==> config.mk <==
export PLATFORM = sky130hd
export DESIGN_NAME = rm14_encoder_tx
export DESIGN_NICKNAME = d
export VERILOG_FILES = /design/src/rtl/rm14_pkg.sv /design/src/rtl/rm14_encode_comb.sv /design/src/rtl/rm14_encoder_tx.sv
export SDC_FILE = /design/constraint.sdc
export NUM_CORES = 1
export LEC_CHECK = 0
export ABC_CLOCK_PERIOD_IN_PS = 4500
export CORE_MARGIN = 10
export CORE_UTILIZATION = 45
export DETAILED_ROUTE_END_ITERATION = 8
export HOLD_SLACK_MARGIN = 0.05
export MAX_ROUTING_LAYER = met4
export PLACE_DENSITY = 0.81
export SYNTH_ARGS = -nofsm -noshare
export SYNTH_HDL_FRONTEND = slang
export SYNTH_HIERARCHICAL = 1
export SYNTH_SLANG_ARGS = --single-unit
export TNS_END_PERCENT = 1
==> constraint.sdc <==
create_clock -name clk -period 4.5 [get_ports clk]
set_input_delay 0.9 -clock clk [delete_from_list [all_inputs] [get_ports clk]]
set_output_delay 0.9 -clock clk [all_outputs]
set_load 0.05 [all_outputs]
==> src/rtl/rm14_pkg.sv <==
// Shared definitions for the RM(1,4) encoder/decoder pair: sizes, FSM states
// and the parity tap table.
package rm14_pkg;

    localparam int MSG_W = 5;
    localparam int CW_W  = 16;

    typedef enum logic [1:0] {
        ST_IDLE  = 2'd0,
        ST_SWEEP = 2'd1,
        ST_DONE  = 2'd2
    } rm14_state_e;

    // Each entry selects the message bits (m0 leftmost) XORed into parity bit c5..c15
    localparam logic [0:MSG_W-1] PAR_TAP [MSG_W:CW_W-1] = '{
        5'b11100,   // c5
        5'b11010,   // c6
        5'b11001,   // c7
        5'b10110,   // c8
        5'b10101,   // c9
        5'b10011,   // c10
        5'b01110,   // c11
        5'b01101,   // c12
        5'b01011,   // c13
        5'b00111,   // c14
        5'b11111    // c15
    };

endpackage

==> src/rtl/rm14_encode_comb.sv <==
// Combinational systematic encoder: message bits pass straight through,
// parity bits come from the shared tap table.
module rm14_encode_comb
    import rm14_pkg::*;
(
    input  logic [0:MSG_W-1] msg,
    output logic [0:CW_W-1]  codeword
);

    always_comb begin
        codeword          = '0;
        codeword[0:MSG_W-1] = msg;
        for (int i = MSG_W; i < CW_W; i++) begin
            codeword[i] = ^(msg & PAR_TAP[i]);
        end
    end

endmodule

==> src/rtl/rm14_encoder_tx.sv <==
// Encoder transmit stage: one-deep output register with valid/ready flow control,
// error-mask injection, a 32-message self-sweep FSM and frame/injection counters.
module rm14_encoder_tx
    import rm14_pkg::*;
#(
    parameter int CNT_W = 16
)
(
    input  logic              clk,
    input  logic              rst_n,
    input  logic              msg_valid,
    output logic              msg_ready,
    input  logic [0:4]        msg,
    input  logic [0:15]       err_mask,
    input  logic              err_en,
    input  logic              start,
    output logic              cw_valid,
    input  logic              cw_ready,
    output logic [0:15]       r_out,
    output logic [0:15]       cw_clean,
    output logic [4:0]        err_weight,
    output logic              sweep_busy,
    output logic              sweep_done,
    output logic [CNT_W-1:0]  frame_cnt,
    output logic [CNT_W-1:0]  inj_cnt
);

    function automatic logic [4:0] popcount16(input logic [0:CW_W-1] v);
        logic [4:0] n;
        n = '0;
        for (int i = 0; i < CW_W; i++) begin
            n = n + 5'(v[i]);
        end
        return n;
    endfunction

    rm14_state_e       state;
    logic [4:0]        sweep_idx;
    logic              out_free;
    logic              accept;
    logic [0:MSG_W-1]  src_msg;
    logic [0:CW_W-1]   cw_enc;
    logic [0:CW_W-1]   eff_mask;

    // The sweep source bypasses msg_ready, which only advertises the external port
    assign out_free   = !cw_valid || cw_ready;
    assign msg_ready  = rst_n && out_free && (state == ST_IDLE);
    assign accept     = (state == ST_SWEEP) ? out_free : (msg_valid && msg_ready);
    assign src_msg    = (state == ST_SWEEP) ? sweep_idx : msg;
    assign eff_mask   = err_en ? err_mask : '0;
    assign sweep_busy = (state == ST_SWEEP);
    assign sweep_done = (state == ST_DONE);

    rm14_encode_comb u_enc (
        .msg      (src_msg),
        .codeword (cw_enc)
    );

    // Output register stage
    always_ff @(posedge clk) begin
        if (!rst_n) begin
            cw_valid   <= 1'b0;
            r_out      <= '0;
            cw_clean   <= '0;
            err_weight <= '0;
            frame_cnt  <= '0;
            inj_cnt    <= '0;
            state      <= ST_IDLE;
            sweep_idx  <= '0;
        end else begin
            if (accept) begin
                cw_valid   <= 1'b1;
                cw_clean   <= cw_enc;
                r_out      <= cw_enc ^ eff_mask;
                err_weight <= popcount16(eff_mask);
            end else if (cw_ready) begin
                cw_valid   <= 1'b0;
            end

            if (cw_valid && cw_ready) begin
                frame_cnt <= frame_cnt + CNT_W'(1);
                if (err_weight != 5'd0) begin
                    inj_cnt <= inj_cnt + CNT_W'(1);
                end
            end

            case (state)
                ST_IDLE: begin
                    if (start) begin
                        state     <= ST_SWEEP;
                        sweep_idx <= '0;
                    end
                end
                ST_SWEEP: begin
                    if (accept) begin
                        sweep_idx <= sweep_idx + 5'd1;
                        if (sweep_idx == 5'd31) begin
                            state <= ST_DONE;
                        end
                    end
                end
                ST_DONE:  state <= ST_IDLE;
                default:  state <= ST_IDLE;
            endcase
        end
    end

endmodule

==> impl_metrics.json <==
{
  "worst_slew_pin_slew_ns": 1.186,
  "clk_pin_slew_ns": 0.07,
  "cts_buffer_depth": 2,
  "pin_count": 100,
  "routedWlPerCell_um": 15.58,
  "p_per_area_mw_per_mm2": 376.9,
  "io_buffers": 99,
  "finalWorstPathRequiredPeriod_ns": 4.393,
  "synth_top_family_by_area": "simple AND/OR/NAND/NOR gates",
  "dp.final_hpwl_um": 7884,
  "cts_tree": "built",
  "yosys_register_bits": 77,
  "finalSetupViolations": 0,
  "synthAdderAreaFrac": 0.07837,
  "timing.rr.end": "r_out[15]",
  "grt_start_max_net_pins": 73,
  "status": "finished, final reports clean",
  "syn_inst": 464,
  "syn_avg_cell_area_um2": 8.602,
  "worst-endpoint-arrival_ns": 4.65,
  "cp_common_cell": "fa_1",
  "rrSetupSlack_ns": 1.65,
  "ys.flop_type": "dfxtp_1",
  "rr_worst_depth": 8,
  "hold-path-endpoint": "cw_clean[6]",
  "dieWidth_um": 114.2,
  "cts.sinks": 77,
  "seq_area_mm2": 0.001541,
  "synthTopCellsByArea": "dfxtp_1, xnor2_1, nand2_1",
  "ys_types": 45,
  "synth_top_area_share": 0.3862,
  "fmax_ghz": 0.2276,
  "layoutNonFillerInstCount": 673,
  "synth_compound_area_frac": 0.1223,
  "post-route-period-util": 0.9762,
  "cp.required_ns": 4.76,
  "grt_pass1_wl_um": 17300,
  "yosysTopAreaCell": "dfxtp_1",
  "p_total_uw": 2009,
  "area_delta_synth_final_pct": 33.54,
  "synthArstFlopShare": 0,
  "dieArea_mm2": 0.01304,
  "layout.nets": 607,
  "place_area_mm2": 0.005084,
  "final_max_slew_viol_count": 0,
  "crit_path_cell_trace": "clkdlybuf4s50_1 > and2_4 > fa_1 > inv_2 > fa_1 > fa_1 > inv_1 > fa_1 > ha_2 > inv_2 > fa_2 > xnor2_2 > nand2_1 > a21oi_1",
  "multi_input_area_mm2": 0.002272,
  "synthesis.area_mm2": 0.003991,
  "skew_ns": 0.01245,
  "hp-class": "reg -> reg",
  "critical_path.max_stage_delay_ns": 0.55,
  "cp-end-kind": "register",
  "via_count": 3549,
  "maxCapViolations": 0,
  "gr-total-overflow": 0,
  "dp_cells": 658,
  "cp_max_fo": 2,
  "ys_top_cells_by_count": "dfxtp_1, nand2_1, nor2_1",
  "grt_pass1_vias": 3550,
  "fillCellCount": 761,
  "antenna_cells": 0,
  "antenna_found_initial": 0,
  "ir_worst_vdd_mv": 0.2163,
  "cts_inserted_buffers": 9,
  "yosysSeqAreaShare": 0.3862,
  "dr.pass1.iters": 5,
  "row_count": 34,
  "start_util": 0.4599,
  "cts_root_buf": "clkbuf_8",
  "hold_depth": 2,
  "synthMuxAreaShare": 0.01003,
  "synth_most_common_cell": "dfxtp_1",
  "synth_xor_area_frac": 0.1201,
  "start_kind": "input port",
  "h-tree-depth": 3,
  "wl_um": 10490,
  "final_layout_size_suffix_gt1_frac": 0.09381,
  "synth-edff-count": 0,
  "clock_latency_ns": 0.35,
  "grt_use_total": 0.1650,
  "drc": 0,
  "drtIter0Drc": 144,
  "postRouteAntennaNets": 0,
  "syn_nets": 510,
  "tns_ns": 0,
  "worstSetupPathType": "in -> reg",
  "place.gp.congestion": 0.9038,
  "design_area_mm2": 0.005330,
  "r2r_start": "state[1]",
  "p_leak_uw": 0.002011,
  "core_mm2": 0.008678,
  "timing.slew.headroom": 0.2081,
  "critPathSlowestCell": "fa_1",
  "via_per_inst": 5.273,
  "synth-simple-area-share": 0.2304,
  "finalHoldViolCount": 0,
  "die_y_um": 114.2,
  "yosysWarnings": 6,
  "hp-start": "cw_clean[6]"
}
[worst max-delay path, delay by kind of cell]
family / cells / cell delay (ns)
adders and majority gates: 6 / 2.67
buffers and inverters: 4 / 0.55
and+or+nand+nor: 2 / 0.24
xor gates and xnor gates: 1 / 0.16
AOI/OAI and AO/OA: 1 / 0.14
[layer usage]
| metal | vias to the layer above | track usage | part of all wire |
|---|---|---|---|
| met5 | - | - | 0 |
| met4 | 0 | 0.06767 | 0.019 |
| li1 | 1774 | - | - |
| met2 | 104 | 0.2688 | 0.50 |
| met1 | 1654 | 0.1910 | 0.41 |
| met3 | 17 | 0.03931 | 0.070 |
[registers in the layout, summed over array words and instances (netlist names)]
| name | flops |
|---|---|
| r_out | 16 |
| err_weight | 5 |
| state | 2 |
| cw_clean | 16 |
| sweep_idx | 5 |
| frame_cnt | 16 |
| inj_cnt | 16 |
| cw_valid | 1 |
[worst max path at each step]
| stage | startpoint | to | slack (ns) | cells after the start |
|---|---|---|---|---|
| floorplan | err_en | err_weight[4] | 0.11 | 14 |
| global placement | err_en | err_weight[2] | -0.47 | 14 |
| detailed placement | err_en | err_weight[4] | -0.54 | 14 |
| CTS | err_mask[10] | err_weight[2] | 0.006 | 14 |
| global route | err_mask[15] | err_weight[4] | -0.04 | 14 |
| finish | err_mask[15] | err_weight[2] | 0.11 | 14 |
[where the power goes]
group          switching, uW  internal, uW
combinational            417           270
sequential              31.0           728
clock                    253           310
[repair_timing]
action	CTS	global route
setup buffers	0	0
setup endpoints to repair	4	4
gates resized for setup	1	18
pin swaps	1	11
hold buffers	0	0
[final cells by class]
class / instances / area share
Tap cell: 108 / 0.02535
Multi-Input combinational cell: 342 / 0.4263
Clock buffer: 9 / 0.02324
Clock inverter: 6 / 0.01643
Inverter: 17 / 0.01197
Timing Repair Buffer: 114 / 0.2075
Sequential cell: 77 / 0.2892
[through the flow]
stage / setup WS [ns] / hold slack (ns) / util
global placement: -0.4650 / 0.4442 / 0.5858
detailed placement: -0.5359 / 0.4458 / 0.5858
global route: -0.03529 / 0.4821 / 0.6142
CTS: 0.005663 / 0.4562 / 0.6100
floorplan: 0.1133 / 0.4942 / -
finish: 0.1072 / 0.4527 / 0.6142
[placed cells by master, fill, tap and decap left out, drive strengths merged, types with 15 or more instances in the layout]
cell type and n:
a211oi 18, clkdlybuf4s50 95, nor2 45, nand2 66
and2 17, dfxtp 77, xnor2 39, inv 17
a21oi 37, buf 15
[cells by family (layout without fill, tap and decap cells)]
kind of cell	after synthesis	count (layout)
AO/OA/AOI/OAI	79	79
XOR/XNOR	50	50
adder cells (fa/ha/maj)	19	19
buffers and inverters	45	146
flip-flops	77	77
multiplexers	4	4
AND/OR/NAND/NOR	190	190
Power figures use the tool's default switching activity.
